**src/rtl/mem_arbiter_if.sv**
```systemverilog
// Bus between the two requesters (execute stage, loader/debug), the arbiter and data memory.
// The slave modport is the arbiter's view; master is the requester and memory side.
interface mem_arbiter_if #(
   parameter int unsigned LEN_REG       = 32,
   parameter int unsigned MEM_DATA_ADDR = 16
);
   logic                     req0, req1;
   logic                     we0, we1;
   logic                     lock0, lock1;
   logic [MEM_DATA_ADDR-1:0] addr0, addr1;
   logic [LEN_REG-1:0]       wdata0, wdata1;
   logic                     gnt0, gnt1;
   logic                     rvalid0, rvalid1;
   logic [LEN_REG-1:0]       rdata;
   logic [MEM_DATA_ADDR-1:0] mem_a;
   logic                     mem_w;
   logic [LEN_REG-1:0]       mem_d;
   logic [LEN_REG-1:0]       mem_q;

   modport slave (
      input  req0, req1, we0, we1, lock0, lock1, addr0, addr1, wdata0, wdata1, mem_q,
      output gnt0, gnt1, rvalid0, rvalid1, rdata, mem_a, mem_w, mem_d
   );

   modport master (
      output req0, req1, we0, we1, lock0, lock1, addr0, addr1, wdata0, wdata1, mem_q,
      input  gnt0, gnt1, rvalid0, rvalid1, rdata, mem_a, mem_w, mem_d
   );
endinterface

```
**src/rtl/mem_arbiter.sv**
```systemverilog
// Two-port data-memory arbiter: round-robin on ties, optional locked bursts bounded by
// MAX_BURST, and fixed one-cycle load return through a shared rdata bus.
module mem_arbiter #(
   parameter int unsigned LEN_REG       = 32,
   parameter int unsigned MEM_DATA_ADDR = 16,
   parameter int unsigned MAX_BURST     = 8
) (
   input logic           clk,
   input logic           rst_n,
   mem_arbiter_if.slave  arb_if
);

   typedef enum logic [1:0] {StIdle, StOwn0, StOwn1} state_e;

   // cnt_q counts grants made while owning; the grant that entered ownership is the first.
   localparam logic [7:0] CntLast = 8'(MAX_BURST - 2);

   state_e     state_q, state_d;
   logic       last_q, last_d;
   logic [7:0] cnt_q, cnt_d;
   logic       rvalid0_q, rvalid1_q;
   logic       gnt0, gnt1;
   logic       burst_end;

   assign burst_end = (cnt_q >= CntLast);

   always_comb begin
      state_d = state_q;
      last_d  = last_q;
      cnt_d   = cnt_q;
      gnt0    = 1'b0;
      gnt1    = 1'b0;
      unique case (state_q)
         StIdle: begin
            if (arb_if.req0 && (!arb_if.req1 || last_q)) begin
               gnt0 = 1'b1;
            end else if (arb_if.req1) begin
               gnt1 = 1'b1;
            end
            if ((gnt0 && arb_if.lock0) || (gnt1 && arb_if.lock1)) begin
               state_d = gnt0 ? StOwn0 : StOwn1;
               cnt_d   = '0;
            end
         end
         StOwn0: begin
            gnt0 = arb_if.req0;
            if (arb_if.req0) begin
               cnt_d = cnt_q + 8'd1;
            end
            if (!arb_if.req0 || !arb_if.lock0 || burst_end) begin
               state_d = StIdle;
            end
         end
         StOwn1: begin
            gnt1 = arb_if.req1;
            if (arb_if.req1) begin
               cnt_d = cnt_q + 8'd1;
            end
            if (!arb_if.req1 || !arb_if.lock1 || burst_end) begin
               state_d = StIdle;
            end
         end
         default: state_d = StIdle;
      endcase
      // Grants must be low for the whole reset interval, not just after the next edge.
      if (!rst_n) begin
         gnt0 = 1'b0;
         gnt1 = 1'b0;
      end
      if (gnt0) begin
         last_d = 1'b0;
      end else if (gnt1) begin
         last_d = 1'b1;
      end
   end

   always_comb begin
      arb_if.mem_a = '0;
      arb_if.mem_d = '0;
      arb_if.mem_w = 1'b0;
      if (gnt0) begin
         arb_if.mem_a = arb_if.addr0;
         arb_if.mem_d = arb_if.wdata0;
         arb_if.mem_w = arb_if.we0;
      end else if (gnt1) begin
         arb_if.mem_a = arb_if.addr1;
         arb_if.mem_d = arb_if.wdata1;
         arb_if.mem_w = arb_if.we1;
      end
   end

   assign arb_if.gnt0    = gnt0;
   assign arb_if.gnt1    = gnt1;
   assign arb_if.rvalid0 = rvalid0_q;
   assign arb_if.rvalid1 = rvalid1_q;
   assign arb_if.rdata   = (rvalid0_q || rvalid1_q) ? arb_if.mem_q : '0;

   always_ff @(posedge clk or negedge rst_n) begin
      if (!rst_n) begin
         state_q   <= StIdle;
         last_q    <= 1'b1;
         cnt_q     <= '0;
         rvalid0_q <= 1'b0;
         rvalid1_q <= 1'b0;
      end else begin
         state_q   <= state_d;
         last_q    <= last_d;
         cnt_q     <= cnt_d;
         rvalid0_q <= gnt0 && !arb_if.we0;
         rvalid1_q <= gnt1 && !arb_if.we1;
      end
   end

endmodule

```
**src/flat_wrapper.sv**
```systemverilog
// flat-port wrapper written by rule: the top's interface ports become plain ports
module mem_arbiter_flat 
#(
   parameter int unsigned LEN_REG       = 32,
   parameter int unsigned MEM_DATA_ADDR = 16,
   parameter int unsigned MAX_BURST     = 8
)
  (clk, rst_n, arb_if_req0, arb_if_req1, arb_if_we0, arb_if_we1, arb_if_lock0, arb_if_lock1, arb_if_addr0, arb_if_addr1, arb_if_wdata0, arb_if_wdata1, arb_if_mem_q, arb_if_gnt0, arb_if_gnt1, arb_if_rvalid0, arb_if_rvalid1, arb_if_rdata, arb_if_mem_a, arb_if_mem_w, arb_if_mem_d);
  mem_arbiter_if #(.LEN_REG(LEN_REG), .MEM_DATA_ADDR(MEM_DATA_ADDR)) arb_if_i ();
  input logic clk;
  input logic rst_n;
  input wire logic [$bits(arb_if_i.req0)-1:0] arb_if_req0;
  input wire logic [$bits(arb_if_i.req1)-1:0] arb_if_req1;
  input wire logic [$bits(arb_if_i.we0)-1:0] arb_if_we0;
  input wire logic [$bits(arb_if_i.we1)-1:0] arb_if_we1;
  input wire logic [$bits(arb_if_i.lock0)-1:0] arb_if_lock0;
  input wire logic [$bits(arb_if_i.lock1)-1:0] arb_if_lock1;
  input wire logic [$bits(arb_if_i.addr0)-1:0] arb_if_addr0;
  input wire logic [$bits(arb_if_i.addr1)-1:0] arb_if_addr1;
  input wire logic [$bits(arb_if_i.wdata0)-1:0] arb_if_wdata0;
  input wire logic [$bits(arb_if_i.wdata1)-1:0] arb_if_wdata1;
  input wire logic [$bits(arb_if_i.mem_q)-1:0] arb_if_mem_q;
  output wire logic [$bits(arb_if_i.gnt0)-1:0] arb_if_gnt0;
  output wire logic [$bits(arb_if_i.gnt1)-1:0] arb_if_gnt1;
  output wire logic [$bits(arb_if_i.rvalid0)-1:0] arb_if_rvalid0;
  output wire logic [$bits(arb_if_i.rvalid1)-1:0] arb_if_rvalid1;
  output wire logic [$bits(arb_if_i.rdata)-1:0] arb_if_rdata;
  output wire logic [$bits(arb_if_i.mem_a)-1:0] arb_if_mem_a;
  output wire logic [$bits(arb_if_i.mem_w)-1:0] arb_if_mem_w;
  output wire logic [$bits(arb_if_i.mem_d)-1:0] arb_if_mem_d;
  assign arb_if_i.req0 = arb_if_req0;
  assign arb_if_i.req1 = arb_if_req1;
  assign arb_if_i.we0 = arb_if_we0;
  assign arb_if_i.we1 = arb_if_we1;
  assign arb_if_i.lock0 = arb_if_lock0;
  assign arb_if_i.lock1 = arb_if_lock1;
  assign arb_if_i.addr0 = arb_if_addr0;
  assign arb_if_i.addr1 = arb_if_addr1;
  assign arb_if_i.wdata0 = arb_if_wdata0;
  assign arb_if_i.wdata1 = arb_if_wdata1;
  assign arb_if_i.mem_q = arb_if_mem_q;
  assign arb_if_gnt0 = arb_if_i.gnt0;
  assign arb_if_gnt1 = arb_if_i.gnt1;
  assign arb_if_rvalid0 = arb_if_i.rvalid0;
  assign arb_if_rvalid1 = arb_if_i.rvalid1;
  assign arb_if_rdata = arb_if_i.rdata;
  assign arb_if_mem_a = arb_if_i.mem_a;
  assign arb_if_mem_w = arb_if_i.mem_w;
  assign arb_if_mem_d = arb_if_i.mem_d;
  mem_arbiter #(.LEN_REG(LEN_REG), .MEM_DATA_ADDR(MEM_DATA_ADDR), .MAX_BURST(MAX_BURST)) u_core (.clk(clk), .rst_n(rst_n), .arb_if(arb_if_i));
endmodule
```
**config.mk**
```make
export PLATFORM = sky130hd
export DESIGN_NAME = mem_arbiter_flat
export DESIGN_NICKNAME = d
export VERILOG_FILES = /design/src/rtl/mem_arbiter_if.sv /design/src/rtl/mem_arbiter.sv /design/src/flat_wrapper.sv
export SDC_FILE = /design/constraint.sdc
export NUM_CORES = 1
export LEC_CHECK = 0
export BUFFER_PORTS_ARGS = -buffer_cell sky130_fd_sc_hd__buf_4
export CAP_MARGIN = 5
export CELL_PAD_IN_SITES_DETAIL_PLACEMENT = 0
export CELL_PAD_IN_SITES_GLOBAL_PLACEMENT = 1
export CORE_AREA = 10 10 80 151
export CTS_CLUSTER_DIAMETER = 40
export DETAILED_ROUTE_END_ITERATION = 12
export DIE_AREA = 0 0 90 161
export PLACE_DENSITY_LB_ADDON = 0.05
export SYNTH_ARGS = -nofsm -noshare
export SYNTH_HDL_FRONTEND = slang
export SYNTH_SLANG_ARGS = --single-unit
```
**constraint.sdc**
```tcl
create_clock -name clk -period 1.6 [get_ports clk]
set_input_delay 0 -clock clk [delete_from_list [all_inputs] [get_ports clk]]
set_output_delay 0 -clock clk [all_outputs]
set_load 0.03 [all_outputs]
```
==> flow_metrics.env, run 1 <==
export IMPL_irDropWorstVdd_uv=579
export IMPL_final_hold_viol_count=0
export IMPL_power_density_mw_per_mm2=1210
export IMPL_grt_setup_unrepaired="true"
export IMPL_synth_xor_area_share_pct=0
export IMPL_core_area_mm2=0.00964
export IMPL_ys_warn_count=0
export IMPL_grt_pass1_vias=2730
export IMPL_synth_seq_area_share_pct=20.3
export IMPL_htreeDepth=1
export IMPL_rows=51
export IMPL_die_h_um=161
export IMPL_final_setup_skew_ns=0.00154
export IMPL_vias=2563
export IMPL_synth_top_family_by_area="compound AO/OA/AOI/OAI gates"
export IMPL_yosysTopAreaCell="a22o_1"
export IMPL_drive_gt1_share_pct=76.3
export IMPL_synthSimpleGateAreaFrac_pct=26.6
export IMPL_cts_root_buf="clkbuf_16"
export IMPL_routedWlPerCell_um=23.9
export IMPL_dr_first_iter_drc_count=74
export IMPL_crit_path_end_kind="output pin"
export IMPL_synth_cells=191
export IMPL_grt_max_degree=36
export IMPL_cts_tree="yes"
export IMPL_hold_ws_ns=0.123
export IMPL_path_cells="inv_2, buf_4, ha_4, o211a_4, o21a_4, clkbuf_16, a22o_2, buf_6"
export IMPL_critPathSlowestCell="dfrtp_1"
export IMPL_setup_ws_ns=-0.379
export IMPL_clock_latency_ns=0.25
export IMPL_port_buffers=220
export IMPL_synth_net_count=333
export IMPL_leakagePower_nw=2.31
export IMPL_cts_buffer_depth=2
export IMPL_synthToLayoutAreaGrowth_pct=186
export IMPL_place_gp_congestion=0.784
export IMPL_mostFrequentLayoutCells="buf_4 (188), buf_6 (57), a22o_4 (43), nor2b_1 (34), dfrtp_1 (12)"
export IMPL_tightest_slew_ns=0.305
export IMPL_cts_sinks=13
export IMPL_grt_pass1_wl_um=17800
export IMPL_final_util_pct=47.6
export IMPL_path_max_fanout=6
export IMPL_slew_violations=0
export IMPL_synth_cell_type_count=37
export IMPL_synth_mux_area_share_pct=2.80
export IMPL_fin_nets=581
export IMPL_worst_ep_required_time_ns=1.60
export IMPL_finalCritPeriodShare_pct=124
export IMPL_setup_viol=57
export IMPL_detailed_place_hpwl_um=11100
export IMPL_dr_pass1_iters=4
export IMPL_clock_fmax_mhz=505
export IMPL_netlist_area_mm2=0.00161
export IMPL_drc=0
export IMPL_antenna_left=0
export IMPL_worstRegToRegCells=7
export IMPL_grt_usage_pct=16.1
export IMPL_crit_path_start_kind="flop"
export IMPL_cts_buffers=3
export IMPL_die_area_mm2=0.0145
export IMPL_crit_arrival_ns=1.98
export IMPL_start_util_pct=16.7
export IMPL_status="finished, violations left"
export IMPL_place_ws_ns=-0.162
export IMPL_synth_compound_area_share_pct=37.8
export IMPL_clk_pin_slew_ns=0.05
export IMPL_slew_limit_headroom_pct=79.7
export IMPL_crit_type="flop to output pin"
export IMPL_violations="negative setup slack"
export IMPL_die_w_um=90
export IMPL_wirelength_um=13600
export IMPL_syn_area_per_cell_um2=8.41
export IMPL_synthTopCellsByArea="a22o_1 (27%), dfrtp_1 (19%), nor2b_1 (14%)"
export IMPL_mostFrequentLayoutCell="buf_4"
export IMPL_gr_total_overflow=0
export IMPL_worst_path_largest_cell_delay_ns=0.36
export IMPL_synth_seq_cells=13
export IMPL_min_path_cells=3
export IMPL_ios=221
export IMPL_cap_violations=0
export IMPL_synth_fa_ha_area_share_pct=4.67
export IMPL_diodes=0
export IMPL_antenna_found_initial=0
export IMPL_vias_per_cell=4.50
export IMPL_synth_top_area_share_pct=26.7
export IMPL_worstHoldPathType="input pin to flop"
export IMPL_period_minus_slack_ns=1.98
-- repair_timing --
action / CTS / global route
gates cloned: 1 / 10
setup endpoints to repair: 59 / 59
buffers inserted: 0 / 3
hold endpoints to repair: 15 / 0
pin swaps: 0 / 4
hold buffers: 3 / 0
resized for setup: 48 / 37
-- per-stage QoR --
stage	setup TNS (ns)	std cells	area (µm²)	power, W
floorplan	-3.04	191	1940	0.00279
CTS	-18.17	557	4170	0.00502
finish	-17.32	570	4590	0.00554
global route	-19.46	570	4590	0.00584
global placement	-6.84	549	3850	0.00423
detailed placement	-7.58	549	3850	0.00422
-- critical path, delay by kind of cell, from the launching register on --
family | cells | cell delay [ns]
AO/OA/AOI/OAI | 3 | 0.67
adder cells (fa/ha/maj) | 1 | 0.17
buffers and inverters | 4 | 0.53
flip-flops | 1 | 0.36
-- layer usage --
metal	global-route usage, %	vias up	share of wire (%)
met2	34.7	135	62
met4	2.40	0	1.5
met1	12.7	1198	27
met5	0	-	0
li1	-	1218	-
met3	6.55	12	9.4
-- report_power, final --
part           switching (W)  internal (W)
clock               0.000160      0.000338
combinational        0.00222       0.00225
sequential          0.000112      0.000454
-- path summary, 6_finish.rpt --
check	start	end	slack [ns]
setup / recovery	u_core.state_q[0]	arb_if_mem_w	-0.38
hold / removal	arb_if_req0	u_core.state_q[0]	0.12
setup reg to reg	u_core.state_q[0]	u_core.cnt_q[1]	-0.14
hold reg to reg	u_core.last_q	u_core.last_q	0.52
max in group asynchronous	rst_n	u_core.last_q	1.08
min in group asynchronous	rst_n	u_core.cnt_q[4]	0.28
-- cells by family after synthesis --
family                   Yosys count
AO/OA/AOI/OAI                     72
AND/OR/NAND/NOR                   71
buffers and inverters             25
flip-flops                        13
adder cells (fa/ha/maj)            6
multiplexers                       4
-- cell usage after synthesis --
| master | count |
|---|---|
| a22o_1 | 49 |
| nor2b_1 | 35 |
| dfrtp_1 | 12 |
| o211ai_1 | 10 |
| inv_1 | 9 |
| nand2_1 | 9 |
| clkbuf_1 | 7 |
| ha_1 | 6 |
| nand3_1 | 6 |
| nor2_1 | 6 |
| buf_2 | 5 |
| and3_1 | 3 |
| buf_6 | 3 |
| mux2i_1 | 3 |
| o221ai_1 | 3 |
| nor3b_1 | 2 |
| nor4b_1 | 2 |
| o21a_1 | 2 |
| a211oi_1 | 1 |
| a21boi_1 | 1 |
| a21oi_1 | 1 |
| a2bb2oi_1 | 1 |
| and2_2 | 1 |
| and2b_1 | 1 |
| and3_4 | 1 |
| buf_4 | 1 |
| dfstp_2 | 1 |
| mux2_4 | 1 |
| nand2b_2 | 1 |
| nand4_1 | 1 |
| nor3_1 | 1 |
| nor3_4 | 1 |
| o2111ai_1 | 1 |
| o211a_1 | 1 |
| o21ai_0 | 1 |
| o21ai_2 | 1 |
| or4_1 | 1 |
-- area by class of cell --
| type | instances | area, µm² |
|---|---|---|
| well taps | 132 | 165 |
| repair buffers | 258 | 2320 |
| multi-input cells | 154 | 1670 |
| flip-flops and latches | 13 | 327 |
| inverters | 9 | 33.8 |
| fillers | 949 | 5040 |
| clock buffers | 4 | 78.8 |
-- state kept, by name, summed over array words and instances, names as in the netlist --
register,count
u_core.arb_if.rvalid1,1
u_core.state_q,2
u_core.arb_if.rvalid0,1
u_core.cnt_q,8
u_core.last_q,1
Note: power is estimated with default switching activity, not from simulation.
==> run 2: changes to the inputs <==
Settings changed: CORE_AREA 10 10 80 151 to 10 10 77 144, DIE_AREA 0 0 90 161 to 0 0 87 154, MAX_ROUTING_LAYER set to met4.
Clock period 1.6 ns to 2.2 ns, I/O delays scaled along.
==> flow_metrics.env, run 2 (synthesized netlist as in run 1, its figures left out) <==
export IMPL_status="finished clean"
export IMPL_slew_limit_headroom_pct=73.6
export IMPL_fillers=888
export IMPL_diodes=0
export IMPL_r2r_setup_slack_ns=0.46
export IMPL_grt_usage_pct=16.3
export IMPL_port_buffers=220
export IMPL_timing_setup_tns_ns=0
export IMPL_instances_no_fill=509
export IMPL_antenna_found_initial=0
export IMPL_top_register="u_core.cnt_q"
export IMPL_detailed_place_hpwl_um=10100
export IMPL_mostFrequentLayoutCells="buf_4 (224), a22o_1 (49), nor2b_1 (35), dfrtp_1 (12), o211ai_1 (10)"
export IMPL_period_minus_slack_ns=2.07
export IMPL_dr_first_iter_drc_count=104
export IMPL_r2r_end="u_core.cnt_q[0]"
export IMPL_crit_arrival_ns=2.07
export IMPL_largest_reg_flops=8
export IMPL_clk_pin_slew_ns=0.04
export IMPL_top_regs="u_core.cnt_q: 8 flops, u_core.state_q: 2 flops"
export IMPL_cap_violations=0
export IMPL_final_setup_skew_ns=0.000945
export IMPL_slew_violations=0
export IMPL_worst_ep_required_time_ns=2.20
export IMPL_core_area_mm2=0.00871
export IMPL_final_seq_area_um2=327
export IMPL_min_from="arb_if_req0"
export IMPL_irDropWorstVdd_uv=268
export IMPL_drive_gt1_share_pct=58.9
export IMPL_synthToLayoutAreaGrowth_pct=118
export IMPL_setup_viol=0
export IMPL_leakagePower_nw=1.82
export IMPL_die_area_mm2=0.0134
export IMPL_path_max_fanout=24
export IMPL_routedWlPerCell_um=22.5
export IMPL_start_util_pct=18.4
export IMPL_vias=2430
export IMPL_grt_setup_unrepaired="false"
export IMPL_multi_input_area_mm2=0.00117
export IMPL_drc=0
export IMPL_cts_buffers=3
export IMPL_die_h_um=154
export IMPL_fin_nets=552
export IMPL_mostFrequentLayoutCell="buf_4"
export IMPL_htreeDepth=1
export IMPL_cts_sinks=13
export IMPL_wirelength_um=11400
export IMPL_final_hold_viol_count=0
export IMPL_worstRegToRegCells=7
export IMPL_antenna_left=0
export IMPL_gr_total_overflow=0
export IMPL_ios=221
export IMPL_tightest_slew_ns=0.396
export IMPL_vias_per_cell=4.77
export IMPL_placed_cells=501
export IMPL_cts_root_buf="clkbuf_16"
export IMPL_clock_latency_ns=0.24
export IMPL_grt_max_degree=52
export IMPL_grt_pass1_vias=2596
export IMPL_worst_hold_path_endpoint="u_core.state_q[0]"
export IMPL_crit_path_end_kind="output pin"
export IMPL_rows=48
export IMPL_cts_tree="yes"
export IMPL_crit_type="flop to output pin"
export IMPL_worstHoldPathType="input pin to flop"
export IMPL_die_w_um=87
export IMPL_crit_path_start_kind="flop"
export IMPL_final_util_pct=40.3
export IMPL_cts_buffer_depth=2
export IMPL_finalCritPeriodShare_pct=94.0
export IMPL_dr_pass1_iters=4
export IMPL_place_gp_congestion=0.788
export IMPL_power_density_mw_per_mm2=868
export IMPL_clock_fmax_mhz=483
export IMPL_min_path_cells=3
export IMPL_grt_pass1_wl_um=15900
export IMPL_rr_startpoint="u_core.state_q[0]"
run 2: cell count changes in the layout (fill, tap and decap cells not counted), moves of 3 or more:
cell and change:
a22o_4 -43, buf_4 +36, o221ai_1 +3, a22o_2 -6, buf_6 -57, a22o_1 +49, ha_4 -3, clkbuf_16 -5
o221ai_2 -3
run 2: through the flow:
step	worst slack, ns	hold WS [ns]	area (µm²)	power, W
2_1_floorplan	0.227	-0.296	1610	0.00179
3_3_place_gp	0.320	-0.130	3370	0.00270
3_5_place_dp	0.307	-0.130	3370	0.00270
4_1_cts	0.0377	0.0884	3480	0.00306
5_1_grt	0.00154	0.0989	3510	0.00326
6_report	0.132	0.0778	3510	0.00304
run 2: routing by layer:
layer | routed length, µm | track usage (%) | part of all wire [%] | vias up
met3 | 886 | 4.29 | 7.7 | 5
met5 | 0 | - | 0 | -
met4 | 61 | 2.33 | 0.53 | 0
met1 | 3490 | 14.2 | 31 | 1119
li1 | - | - | - | 1156
met2 | 6990 | 32.9 | 61 | 150
run 2: how the worst max path moves through the flow:
stage                                 start                to  slack, ns  cells past startpoint
after CTS                 u_core.state_q[1]   arb_if_mem_a[0]       0.04                      8
final                     u_core.state_q[1]  arb_if_mem_d[21]       0.13                      8
after floorplan           u_core.state_q[0]  arb_if_mem_d[21]       0.23                      8
after detailed placement  u_core.state_q[1]   arb_if_mem_a[0]       0.31                      8
after global routing      u_core.state_q[0]   arb_if_mem_a[5]      0.002                      8
after global placement    u_core.state_q[1]   arb_if_mem_d[7]       0.32                      8
run 2: worst max-delay path, cell delays in order (launching register included):
cell	delay, ns
dfrtp_1	0.39
inv_1	0.10
ha_2	0.23
a21boi_1	0.16
o211a_1	0.20
o21a_2	0.21
clkbuf_16	0.21
a22o_1	0.15
buf_4	0.16
run 2: power by group:
group	leakage, nW	internal, W	switching [W]
combinational	1.61	0.000976	0.00129
sequential	0.173	0.000331	0.0000983
clock	0.0382	0.000244	0.000100
total	1.82	0.00155	0.00149
run 2: timing repair:
action	CTS	global route
setup buffers	0	0
endpoints found under the setup margin	0	49
gates resized for setup	0	2
hold endpoints to repair	15	0
hold buffers	3	0
run 2: cell type report:
cell class | count | share of cell area, %
inverters | 9 | 0.963
flip-flops and latches | 13 | 9.31
repair buffers | 230 | 50.6
clock buffers | 4 | 2.25
multi-input cells | 153 | 33.3
well taps | 100 | 3.57
